===== src/rtl/mult_share_arbiter.sv =====
// Round-robin front end that lets N requesters share one unsigned W x W multiplier.
// One operation is in flight at a time; the product and owner index return on one response channel.
module mult_share_arbiter #(
  parameter  int N   = 4,
  parameter  int W   = 3,
  localparam int IDW = (N > 1) ? $clog2(N) : 1
) (
  input  logic             clk,
  input  logic             rst_n,
  input  logic [N-1:0]     req_valid,
  output logic [N-1:0]     req_ready,
  input  logic [N*W-1:0]   req_a,
  input  logic [N*W-1:0]   req_b,
  output logic             rsp_valid,
  input  logic             rsp_ready,
  output logic [2*W-1:0]   rsp_y,
  output logic [IDW-1:0]   rsp_id,
  output logic             busy
);

  typedef enum logic [1:0] {IDLE, MUL, RESP} state_t;

  state_t           state, state_nxt;
  logic [IDW-1:0]   ptr, ptr_nxt;
  logic [IDW-1:0]   win;
  logic             hit;
  logic             accept;
  logic [W-1:0]     a_p0, b_p0;
  logic [IDW-1:0]   id_p0;
  int               cand;
  int               nxt;

  function automatic logic [2*W-1:0] mul_full(input logic [W-1:0] a, input logic [W-1:0] b);
    return {{W{1'b0}}, a} * {{W{1'b0}}, b};
  endfunction

  // First valid requester at or above the pointer, wrapping past N-1.
  always_comb begin
    hit  = 1'b0;
    win  = '0;
    cand = 0;
    for (int k = 0; k < N; k++) begin
      cand = int'(ptr) + k;
      if (cand >= N) cand = cand - N;
      if (!hit && req_valid[cand[IDW-1:0]]) begin
        hit = 1'b1;
        win = cand[IDW-1:0];
      end
    end
    nxt = int'(win) + 1;
    if (nxt >= N) nxt = 0;
    ptr_nxt = nxt[IDW-1:0];
  end

  assign accept = (state == IDLE) && hit && rst_n;

  always_ff @(posedge clk or negedge rst_n) begin
    if (!rst_n) state <= IDLE;
    else        state <= state_nxt;
  end

  always_comb begin
    state_nxt = state;
    case (state)
      IDLE:    if (hit)       state_nxt = MUL;
      MUL:                    state_nxt = RESP;
      RESP:    if (rsp_ready) state_nxt = IDLE;
      default:                state_nxt = IDLE;
    endcase
  end

  always_comb begin
    req_ready = '0;
    if (accept) req_ready[win] = 1'b1;
    busy = (state != IDLE);
  end

  // Stage p0: operands captured at the request handshake.
  always_ff @(posedge clk) begin
    if (accept) begin
      a_p0  <= req_a[win*W +: W];
      b_p0  <= req_b[win*W +: W];
      id_p0 <= win;
    end
  end

  // Response stage: product registered out of MUL, held until the consumer takes it.
  always_ff @(posedge clk or negedge rst_n) begin
    if (!rst_n) begin
      ptr       <= '0;
      rsp_valid <= 1'b0;
      rsp_y     <= '0;
      rsp_id    <= '0;
    end else begin
      if (accept) ptr <= ptr_nxt;
      if (state == MUL) begin
        rsp_y     <= mul_full(a_p0, b_p0);
        rsp_id    <= id_p0;
        rsp_valid <= 1'b1;
      end else if (state == RESP && rsp_ready) begin
        rsp_valid <= 1'b0;
      end
    end
  end

endmodule


===== config.mk =====
export PLATFORM = sky130hd
export DESIGN_NAME = mult_share_arbiter
export DESIGN_NICKNAME = d
export VERILOG_FILES = /design/src/rtl/mult_share_arbiter.sv
export SDC_FILE = /design/constraint.sdc
export NUM_CORES = 1
export LEC_CHECK = 0
export BUFFER_PORTS_ARGS = -buffer_cell sky130_fd_sc_hd__buf_4
export CORE_MARGIN = 1.5
export CORE_UTILIZATION = 41
export DETAILED_ROUTE_END_ITERATION = 10
export GPL_TIMING_DRIVEN = 0
export PLACE_DENSITY = 0.74
export SYNTH_ARGS = -nofsm -noshare
export SYNTH_HDL_FRONTEND = slang
export SYNTH_SLANG_ARGS = --single-unit
export TNS_END_PERCENT = 5

===== constraint.sdc =====
create_clock -name clk -period 1.9 [get_ports clk]
set_input_delay 0.38 -clock clk [delete_from_list [all_inputs] [get_ports clk]]
set_output_delay 0.38 -clock clk [all_outputs]
set_load 0.1 [all_outputs]

==> metrics.yaml <==
synthesis:
  synthTopCellsByArea: "dfrtp_1, edfxtp_1, mux2i_1"
  synth_fp_nets: 156
  ys_seq_area_share_pct: 43.4
  synth_cell_types: 27
  synth_ff_type: "dfrtp_1"
  syn_area_um2: 1300
  postSynthCellCount: 114
  async_flop_share_pct: 61.9
  ys_warn_count: 0
  synth_edf_count: 8
  ys_ff_latch: 21
  avgSynthCellArea_um2: 11.4
  yosysTopAreaCell: "dfrtp_1"
  synth_top_area_share_pct: 25.0
drt:
  drt_iter0_markers: 26
  num_vias: 1022
  vias_per_cell: 4.89
  wl_um: 2460
  drtAntennaViolNets: 0
  drc_errors: 0
  wl_per_cell_um: 11.8
  firstDrtPassIters: 4
cells_and_area:
  n_fill_cell: 251
  drive_gt1_share_pct: 49.7
  multiInputGateArea_um2: 767
  seqCellArea_um2: 567
  syn2layout_area_growth_pct: 45.0
  antennaDiodeCount: 0
  nets: 208
placement:
  io_buffers: 44
  pre_cts_slack_ns: -0.328
  place_congestion: 0.743
  hpwl_um: 1890
power:
  powerDensity_nw_per_um2: 1640
  p_total_mw: 3.10
  vdd_drop_max_uv: 699
  power.leakage_nw: 0.871
clock_network:
  clockRootBuffer: "clkbuf_4"
  insertion_delay_ns: 0.30
  cts.sinks: 21
  cts.clk_slew.worst_paths_ns: 0.11
  numCtsBuffers: 3
  htree_num_levels: 1
  cts_tree: "yes"
  cts_buffer_depth: 2
global_routing:
  grt_pass1_wl_um: 4020
  grt.total_usage_pct: 15.4
  grt_pass1_vias: 967
  grt_max_degree: 14
  antenna_found_initial: 0
  grt_overflow: 0
timing:
  fin_worst_skew_ns: 0.00141
  rsz0062_at_grt: "yes"
  hold_viol: 0
  worstMarginPinSlew_ns: 0.599
  period_share_pct: 118
  period_minus_slack_ns: 2.25
  finalSetupViolations: 6
  layout_setup_ws_ns: -0.345
  max_slew_margin_pct: 60.0
  max_freq_ghz: 0.445
  drv_slew: 0
die:
  placeableCoreArea_um2: 3030
  start_util_pct: 43.1
  fp.dieH_um: 59.4
  num_io_pins: 45
  fp.dieW_um: 59.4
  row_count: 20
  die-area_um2: 3530
status:
  violations: "setup timing"
  status: "finished, violations left"
critical_path:
  start_kind: "flop"
  cp.required_ns: 1.52
  endpoint_kind: "output pin"
  cp_max_fo: 6
  crit_arrival_ns: 1.87
  crit_type: "flop to output pin"
min_path:
  hold_class: "primary input to flop"
job:
  drv_cap: 0
-- cells by family after synthesis --
logic type	after synthesis	share of synthesized area (%)
and+or+nand+nor	28	11.8
muxes	24	18.9
DFF	21	43.4
AOI/OAI and AO/OA	18	8.93
buffers and inverters	11	4.61
adders and majority gates	11	11.7
xor gates and xnor gates	1	0.672
-- cell usage in the layout (no fill, tap or decap), drive strengths merged --
cell type and count:
buf 48, mux2i 19, dfrtp 13, and2 9, ha 9, nand2 8
edfxtp 8, o21ai 8, inv 8, a21oi 7, mux2 5, and3 4
clkbuf 4, nand2b 3, nor2 2, fa 2, o22ai 1, o2bb2a 1
or2 1, nor4 1, xor2 1, a21o 1, clkinv 1, dlygate4sd3 1
-- per-stage QoR --
stage | hold WS, ns | instance area, um2 | TNS (ns) | util [%] | instances
floorplan | 0.0844 | 1380 | -0.359 | - | 114
global placement | 0.244 | 1760 | -1.18 | 58.3 | 202
detailed placement | 0.251 | 1760 | -1.43 | 58.3 | 202
CTS | 0.259 | 1880 | -1.69 | 62.1 | 208
global route | 0.268 | 1890 | -2.07 | 62.4 | 209
finish | 0.263 | 1890 | -1.56 | 62.4 | 209
-- layout make-up --
| cell class | instances | area share [%] |
|---|---|---|
| multi-input combinational | 82 | 40.6 |
| timing repair buffer | 48 | 21.8 |
| clock inverter | 1 | 0.265 |
| tap | 44 | 2.91 |
| buffer | 2 | 1.26 |
| inverter | 8 | 1.99 |
| clock buffer | 3 | 1.19 |
| sequential | 21 | 30.0 |
-- state kept, by name, indices dropped and copies added, names as in the netlist --
name	count
rsp_valid	1
ptr	2
state	2
rsp_id	2
rsp_y	6
b_p0	3
id_p0	2
a_p0	3
-- power breakdown --
part / switching [mW] / internal (mW) / leakage [nW] / total (mW)
Combinational: 1.38 / 0.703 / 0.620 / 2.08
Clock: 0.129 / 0.0784 / 0.0177 / 0.207
Sequential: 0.124 / 0.683 / 0.234 / 0.807
Total: 1.63 / 1.46 / 0.871 / 3.10
-- worst max-delay path, cell delays in order (launching register included) --
cell,delay [ns]
dfrtp_2,0.45
mux2i_1,0.23
o22ai_2,0.13
nor2_4,0.19
inv_2,0.10
ha_4,0.16
and3_4,0.15
buf_12,0.16
-- timing repair --
action,in CTS,in global routing
gates resized for setup,20,2
setup buffers,2,1
endpoints found under the setup margin,6,10
gates cloned,0,0
hold endpoints to repair,13,0
hold buffers,1,0
pin swaps,8,3
-- layer usage --
layer / GRT usage [%] / routed length (um) / vias to the layer above
li1: - / - / 502
met1: 17.6 / 990 / 463
met2: 27.2 / 1250 / 51
met3: 3.06 / 175 / 6
met4: 7.47 / 42 / 0
met5: 0 / 0 / -
-- worst paths after layout --
check | cells after the start | start | to | slack, ns
worst min register to register | 1 | id_p0[1] | rsp_id[1] | 0.49
worst max-delay path | 7 | ptr[1] | req_ready[2] | -0.35
worst min-delay path | 2 | rsp_ready | state[1] | 0.26
max in group asynchronous | 2 | rst_n | ptr[1] | 0.82
worst max register to register | 6 | a_p0[2] | rsp_y[3] | -0.13
min in group asynchronous | 2 | rst_n | state[1] | 0.66
-- cells in the mapped netlist, types with 2 or more instances --
| library cell | count |
|---|---|
| o21ai_0 | 7 |
| a21oi_1 | 6 |
| mux2i_1 | 19 |
| fa_1 | 2 |
| ha_1 | 9 |
| dfrtp_1 | 13 |
| and3_1 | 4 |
| edfxtp_1 | 8 |
| and2_1 | 8 |
| nand2b_1 | 3 |
| nand2_1 | 8 |
| mux2_2 | 5 |
| inv_1 | 8 |
No activity file was read; power rests on OpenSTA's default activity.
